## config.mk

```make
export PLATFORM = sky130hd
export DESIGN_NAME = pwm_demodulator_flat
export DESIGN_NICKNAME = d
export VERILOG_FILES = /design/src/rtl/pwm_demodulator_if.sv /design/src/rtl/pwm_demodulator.sv /design/src/flat_wrapper.sv
export SDC_FILE = /design/constraint.sdc
export NUM_CORES = 1
export LEC_CHECK = 0
export ABC_AREA = 1
export BUFFER_PORTS_ARGS = -buffer_cell sky130_fd_sc_hd__buf_2
export CAP_MARGIN = 20
export CELL_PAD_IN_SITES_DETAIL_PLACEMENT = 1
export CELL_PAD_IN_SITES_GLOBAL_PLACEMENT = 1
export CORE_MARGIN = 2
export CORE_UTILIZATION = 46
export CTS_CLUSTER_DIAMETER = 150
export DETAILED_ROUTE_END_ITERATION = 7
export MAX_ROUTING_LAYER = met4
export PLACE_DENSITY = 0.78
export REMOVE_ABC_BUFFERS = 1
export SLEW_MARGIN = 10
export SYNTH_ARGS = -nofsm -noshare
export SYNTH_HDL_FRONTEND = slang
export SYNTH_SLANG_ARGS = --single-unit
```

## constraint.sdc

```tcl
create_clock -name Clock -period 2.91 [get_ports Clock]
set_input_delay 0.291 -clock Clock [delete_from_list [all_inputs] [get_ports Clock]]
set_output_delay 0.291 -clock Clock [all_outputs]
set_load 0.05 [all_outputs]
```

## src/rtl/pwm_demodulator_if.sv

```systemverilog
// Link-side signal bundle for the PWM receiver: pin inputs in, recovered word out.
interface pwm_demodulator_if #(
  parameter int Size = 4
);
  logic            PWM;
  logic            Sign;
  logic [Size-1:0] Data;
  logic            Valid;
  logic            PeriodError;

  modport master (output PWM, Sign, input Data, Valid, PeriodError);
  modport slave  (input PWM, Sign, output Data, Valid, PeriodError);
endinterface

```

## src/rtl/pwm_demodulator.sv

```systemverilog
// Recovers a Size-bit word from a front-aligned PWM stream plus sign line.
// High time is measured in prescaled ticks; a watchdog restarted by every edge covers stuck lines.
module pwm_demodulator #(
  parameter int ClockPeriod_ns = 20,
  parameter int PWMPeriod_ns   = 200_000,
  parameter int Size           = 4,
  parameter     TypeData       = "Sign",
  parameter int SyncStages     = 2
) (
  input logic              Clock,
  input logic              nReset,
  pwm_demodulator_if.slave link
);
  localparam bit IsSign       = (TypeData == "Sign");
  localparam int Max          = IsSign ? 2**(Size-1) - 2 : 2**Size - 2;
  localparam int PRaw         = PWMPeriod_ns / ClockPeriod_ns / (Max + 1);
  localparam int P            = (PRaw < 1) ? 1 : PRaw;
  localparam int NMag         = IsSign ? Size - 1 : Size;
  localparam int FullScale    = 2**NMag - 1;
  localparam int TimeoutTicks = Max + 2;
  localparam int TimeoutClk   = TimeoutTicks * P;
  localparam int SW           = (P > 1) ? $clog2(P) : 1;
  localparam int TW           = $clog2(2 * TimeoutTicks + 2);
  localparam int OW           = $clog2(TimeoutClk + 1);
  localparam int MW           = TW + 1;

  typedef enum logic [1:0] {IDLE, HIGH, LOW} state_t;

  state_t                state_q;
  logic [SyncStages-1:0] pwm_sync_q, sign_sync_q;
  logic                  spwm_prev_q, signl_q, valid_q, perr_q;
  logic [Size-1:0]       data_q;
  logic [NMag-1:0]       duty_q;
  logic [SW-1:0]         sub_q, sub_d;
  logic [TW-1:0]         tick_q, tick_d;
  logic [OW-1:0]         to_q, to_d;
  logic                  spwm, ssign, rise, fall, to_hit, tmo;
  logic [MW-1:0]         ticks;
  logic [NMag-1:0]       mag;

  assign spwm   = pwm_sync_q[SyncStages-1];
  assign ssign  = sign_sync_q[SyncStages-1];
  assign rise   = spwm & ~spwm_prev_q;
  assign fall   = ~spwm & spwm_prev_q;
  assign to_hit = (to_q == OW'(TimeoutClk - 1));
  // An edge in the same cycle as the watchdog expiry takes priority.
  assign tmo    = to_hit & ~(rise | fall);
  assign to_d   = (rise | fall | to_hit) ? '0 : to_q + 1'b1;

  assign ticks = MW'(tick_q) + MW'(sub_q >= SW'(P / 2));
  assign mag   = (ticks > MW'(FullScale)) ? NMag'(FullScale) : ticks[NMag-1:0];

  // The edge-detect cycle itself counts as one elapsed clock, so the
  // counters load "one clock" rather than zero on a rise.
  always_comb begin
    sub_d  = sub_q + 1'b1;
    tick_d = tick_q;
    if (rise) begin
      sub_d  = (P > 1) ? SW'(1) : '0;
      tick_d = (P > 1) ? '0 : TW'(1);
    end else if (sub_q == SW'(P - 1)) begin
      sub_d = '0;
      if (tick_q != '1) tick_d = tick_q + 1'b1;
    end
  end

  function automatic logic [Size-1:0] pack(input logic s, input logic [NMag-1:0] m);
    logic [Size-1:0] r;
    r = Size'(m);
    if (IsSign) r[Size-1] = s;
    return r;
  endfunction

  always_ff @(posedge Clock or negedge nReset) begin
    if (!nReset) begin
      state_q     <= IDLE;
      pwm_sync_q  <= '0;
      sign_sync_q <= '0;
      spwm_prev_q <= 1'b0;
      sub_q       <= '0;
      tick_q      <= '0;
      to_q        <= '0;
      signl_q     <= 1'b0;
      duty_q      <= '0;
      data_q      <= '0;
      valid_q     <= 1'b0;
      perr_q      <= 1'b0;
    end else begin
      pwm_sync_q  <= {pwm_sync_q[SyncStages-2:0], link.PWM};
      sign_sync_q <= {sign_sync_q[SyncStages-2:0], link.Sign};
      spwm_prev_q <= spwm;
      sub_q       <= sub_d;
      tick_q      <= tick_d;
      to_q        <= to_d;
      valid_q     <= 1'b0;
      case (state_q)
        IDLE: begin
          if (rise) begin
            state_q <= HIGH;
          end else if (tmo) begin
            data_q  <= pack(ssign, spwm ? NMag'(FullScale) : '0);
            perr_q  <= 1'b0;
            valid_q <= 1'b1;
          end
        end
        HIGH: begin
          if (fall) begin
            duty_q  <= mag;
            signl_q <= ssign;
            state_q <= LOW;
          end else if (tmo) begin
            signl_q <= ssign;
            data_q  <= pack(ssign, NMag'(FullScale));
            perr_q  <= 1'b0;
            valid_q <= 1'b1;
            state_q <= IDLE;
          end
        end
        LOW: begin
          if (rise) begin
            data_q  <= pack(signl_q, duty_q);
            perr_q  <= (ticks != MW'(Max + 1));
            valid_q <= 1'b1;
            state_q <= HIGH;
          end else if (tmo) begin
            data_q  <= pack(signl_q, duty_q);
            perr_q  <= 1'b0;
            valid_q <= 1'b1;
            state_q <= IDLE;
          end
        end
        default: state_q <= IDLE;
      endcase
    end
  end

  assign link.Data        = data_q;
  assign link.Valid       = valid_q;
  assign link.PeriodError = perr_q;
endmodule

```

## src/flat_wrapper.sv

```systemverilog
// flat-port wrapper written by rule: the top's interface ports become plain ports
module pwm_demodulator_flat 
#(
  parameter int ClockPeriod_ns = 20,
  parameter int PWMPeriod_ns   = 200_000,
  parameter int Size           = 4,
  parameter     TypeData       = "    ",
  parameter int SyncStages     = 2
)
  (Clock, nReset, link_PWM, link_Sign, link_Data, link_Valid, link_PeriodError);
  pwm_demodulator_if #(.Size(Size)) link_i ();
  input logic Clock;
  input logic nReset;
  input wire logic [$bits(link_i.PWM)-1:0] link_PWM;
  input wire logic [$bits(link_i.Sign)-1:0] link_Sign;
  output wire logic [$bits(link_i.Data)-1:0] link_Data;
  output wire logic [$bits(link_i.Valid)-1:0] link_Valid;
  output wire logic [$bits(link_i.PeriodError)-1:0] link_PeriodError;
  assign link_i.PWM = link_PWM;
  assign link_i.Sign = link_Sign;
  assign link_Data = link_i.Data;
  assign link_Valid = link_i.Valid;
  assign link_PeriodError = link_i.PeriodError;
  pwm_demodulator #(.ClockPeriod_ns(ClockPeriod_ns), .PWMPeriod_ns(PWMPeriod_ns), .Size(Size), .TypeData(TypeData), .SyncStages(SyncStages)) u_core (.Clock(Clock), .nReset(nReset), .link(link_i));
endmodule
```

==> qor.csv <==
metric,value,unit
crit_path_end_kind,flop,
grt_pass1_vias,2204,
fin_crit,2.50,ns
worstPathRequired,3.11,ns
p_leak,0.00137,uW
h-tree-depth,2,
synth_cell_types,30,
synth.most_common_cell,nand2_1,
port_buffers,8,
cp.arrival,2.70,ns
via_per_inst,5.01,
yosysTopAreaCell,dfrtp_1,
seq_power_share,41.8,%
core_area,5510,um2
fin_util,51.9,%
routed_wl,5610,um
synthTopCellsByArea,"dfrtp_1, nand2_1, nor2_1",
async_reset_ff_share,100,%
finalSetupViolCount,0,
ant_nets,0,
fp.dieW,79.4,um
irDropWorstVdd,0.469,mV
numClockSinks,45,
dieArea,6300,um2
p_sw_share,38.2,%
synth_top_area_share,43.1,%
synth_warnings,0,
synth_edf_count,0,
drt_iter0_markers,66,
pwr-share-clk,24.8,%
path_cells,inv_1 -> ha_1 -> inv_1 -> nor2_1 -> o21ai_0 -> a21oi_1 -> o21ai_0 -> ha_1 -> ha_1 -> inv_1 -> nor2_1 -> nand3_1 -> o21ai_0 -> nand2_1 -> o22ai_1 -> inv_1,
grt_setup_unrepaired,false,
yosys.area_share.xor_xnor,3.68,%
final_max_slew_viol_count,0,
synth_top_family_by_area,simple AND/OR/NAND/NOR gates,
synth_seq_cells,45,
critPathKind,reg2reg,
path_clk_slew,0.09,ns
rows,27,
clk_path_buf_depth,2,
p_sw,767,uW
relSlewSlack,70.2,%
synthAdderAreaFrac,6.22,%
num_antenna_cells,0,
ys_top_cells_by_count,"nand2_1, nor2_1, dfrtp_1",
synth_compound_area_share,6.89,%
fin_crit_sh,85.9,%
path_max_fanout,5,
hpwl,4150,um
finalClockSkew,0.0101,ns
chipHeight,79.4,um
nets,364,
io_pins,10,
p_int,1240,uW
worst_setup_path_start_kind,flop,
grt_usage,20.9,%
worst_path_most_repeated_cell,inv_1,
cap_violations,0,
synthMuxAreaShare,0,%
syn2layout_area_growth,9.23,%
cts_buffers,5,
synthCells,334,
clk_latency,0.30,ns
power_frac_comb,33.4,%
max_stage_delay,0.38,ns
vias,2106,
drive_gt1_share,12.6,%
finalHoldViolCount,0,
antenna_found_initial,0,
post-route-drc-count,0,
worst_pin_slew,0.447,ns
tns,0,ns
tritoncts,built,
cts-root-buf,clkbuf_8,
hold_class,in2reg,
wl_per_cell,13.3,um
postCtsSetupBuffers,0,
status,finished clean,
firstDrtPassIters,4,
synth_area,2620,um2
start_util,47.5,%
seq_area_frac_synth,43.1,%
synth_simple_gate_area_share,32.8,%
gr-total-overflow,0,
avgSynthCellArea,7.83,um2
gp_congestion,0.819,
power.density,703,nW/um2
cpMaxStageDelayCell,dfrtp_1,
grt_pass1_wl,10200,um
ys.flop_type,dfrtp_1,
grt_max_degree,46,
max_freq,0.400,GHz
-- worst paths after layout --
check / from / end / slack (ns) / cells after the start
setup / recovery: u_core.sub_q[0]$_DFF_PN0_ / u_core.duty_q[2]$_DFFE_PN0P_ / 0.41 / 16
hold / removal: link_PWM / u_core.pwm_sync_q[0]$_DFF_PN0_ / 0.09 / 1
setup reg to reg: u_core.sub_q[0]$_DFF_PN0_ / u_core.duty_q[2]$_DFFE_PN0P_ / 0.41 / 16
hold reg to reg: u_core.pwm_sync_q[0]$_DFF_PN0_ / u_core.pwm_sync_q[1]$_DFF_PN0_ / 0.35 / 0
max in group asynchronous: nReset / u_core.link.Data[0]$_DFFE_PN0P_ / 1.94 / 3
min in group asynchronous: nReset / u_core.sub_q[9]$_DFF_PN0_ / 0.46 / 2
-- registers in the layout, indices dropped and copies added, names as in the netlist --
| register | count |
|---|---|
| u_core.to_q | 14 |
| u_core.sub_q | 10 |
| u_core.tick_q | 6 |
| u_core.duty_q | 4 |
| u_core.link.Data | 4 |
| u_core.pwm_sync_q | 2 |
| u_core.state_q | 2 |
| u_core.link.PeriodError | 1 |
| u_core.link.Valid | 1 |
| u_core.spwm_prev_q | 1 |
-- cells in the final DEF, fill, tap and decap left out, drive strengths merged, types with 2 or more instances in the layout --
| master | n |
|---|---|
| a21oi | 11 |
| and3 | 2 |
| buf | 9 |
| clkbuf | 7 |
| dfrtp | 45 |
| ha | 13 |
| inv | 42 |
| nand2 | 89 |
| nand3 | 26 |
| nand4 | 4 |
| nor2 | 51 |
| nor3 | 9 |
| o21ai | 13 |
| o22ai | 3 |
| or2 | 7 |
| xnor2 | 2 |
| xor2 | 9 |
-- metrics by stage --
step | instance area, um2 | hold WS (ns) | worst slack [ns] | cells | power, uW
after floorplan | 2580 | -0.00459 | 0.751 | 330 | 1350
after global placement | 2710 | 0.338 | 0.451 | 410 | 1500
after detailed placement | 2710 | 0.336 | 0.402 | 410 | 1530
after CTS | 2830 | 0.0804 | 0.381 | 418 | 2040
after global routing | 2860 | 0.0738 | 0.0245 | 420 | 2180
final | 2860 | 0.0893 | 0.411 | 420 | 2010
-- power by group through the flow --
stage / Clock, uW / Combinational [uW] / Sequential, uW
2_1_floorplan: 0 / 415 / 935
3_3_place_gp: 0 / 649 / 846
3_5_place_dp: 0 / 673 / 853
4_1_cts: 519 / 679 / 842
5_1_grt: 541 / 779 / 859
6_report: 498 / 671 / 840
-- kinds of logic after synthesis --
| family | after synthesis |
|---|---|
| AND/OR/NAND/NOR | 189 |
| buffers and inverters | 46 |
| flip-flops | 45 |
| AO/OA/AOI/OAI | 30 |
| adder cells (fa/ha/maj) | 13 |
| XOR/XNOR | 11 |
-- what timing repair did --
action                    4_1_cts  5_1_grt
hold endpoints to repair        0       17
resized for setup               0        0
hold buffers                    0        1
-- worst max-delay path: cells and delay by family (launching register included) --
kind / cells / cell delay [ns]
AOI/OAI and AO/OA: 5 / 0.69
adders and majority gates: 3 / 0.69
buffers and inverters: 4 / 0.27
DFF: 1 / 0.38
and+or+nand+nor: 4 / 0.39
-- final cells by class --
class | count | area [um2]
Fill cell | 694 | 2650
Multi-Input combinational cell | 243 | 1300
Sequential cell | 45 | 1130
Inverter | 42 | 158
Tap cell | 72 | 90.1
Clock buffer | 7 | 86.3
Timing Repair Buffer | 10 | 70.1
Clock inverter | 1 | 30.0
-- layer usage --
metal  track usage, %  wire length [um]  up-vias
li1                 -                 -     1079
met1             27.1              2840     1007
met2             34.2              2600       12
met3             3.73                95        8
met4             5.69                68        0
met5                -                 0        -
(Power assumes the default switching activity.)
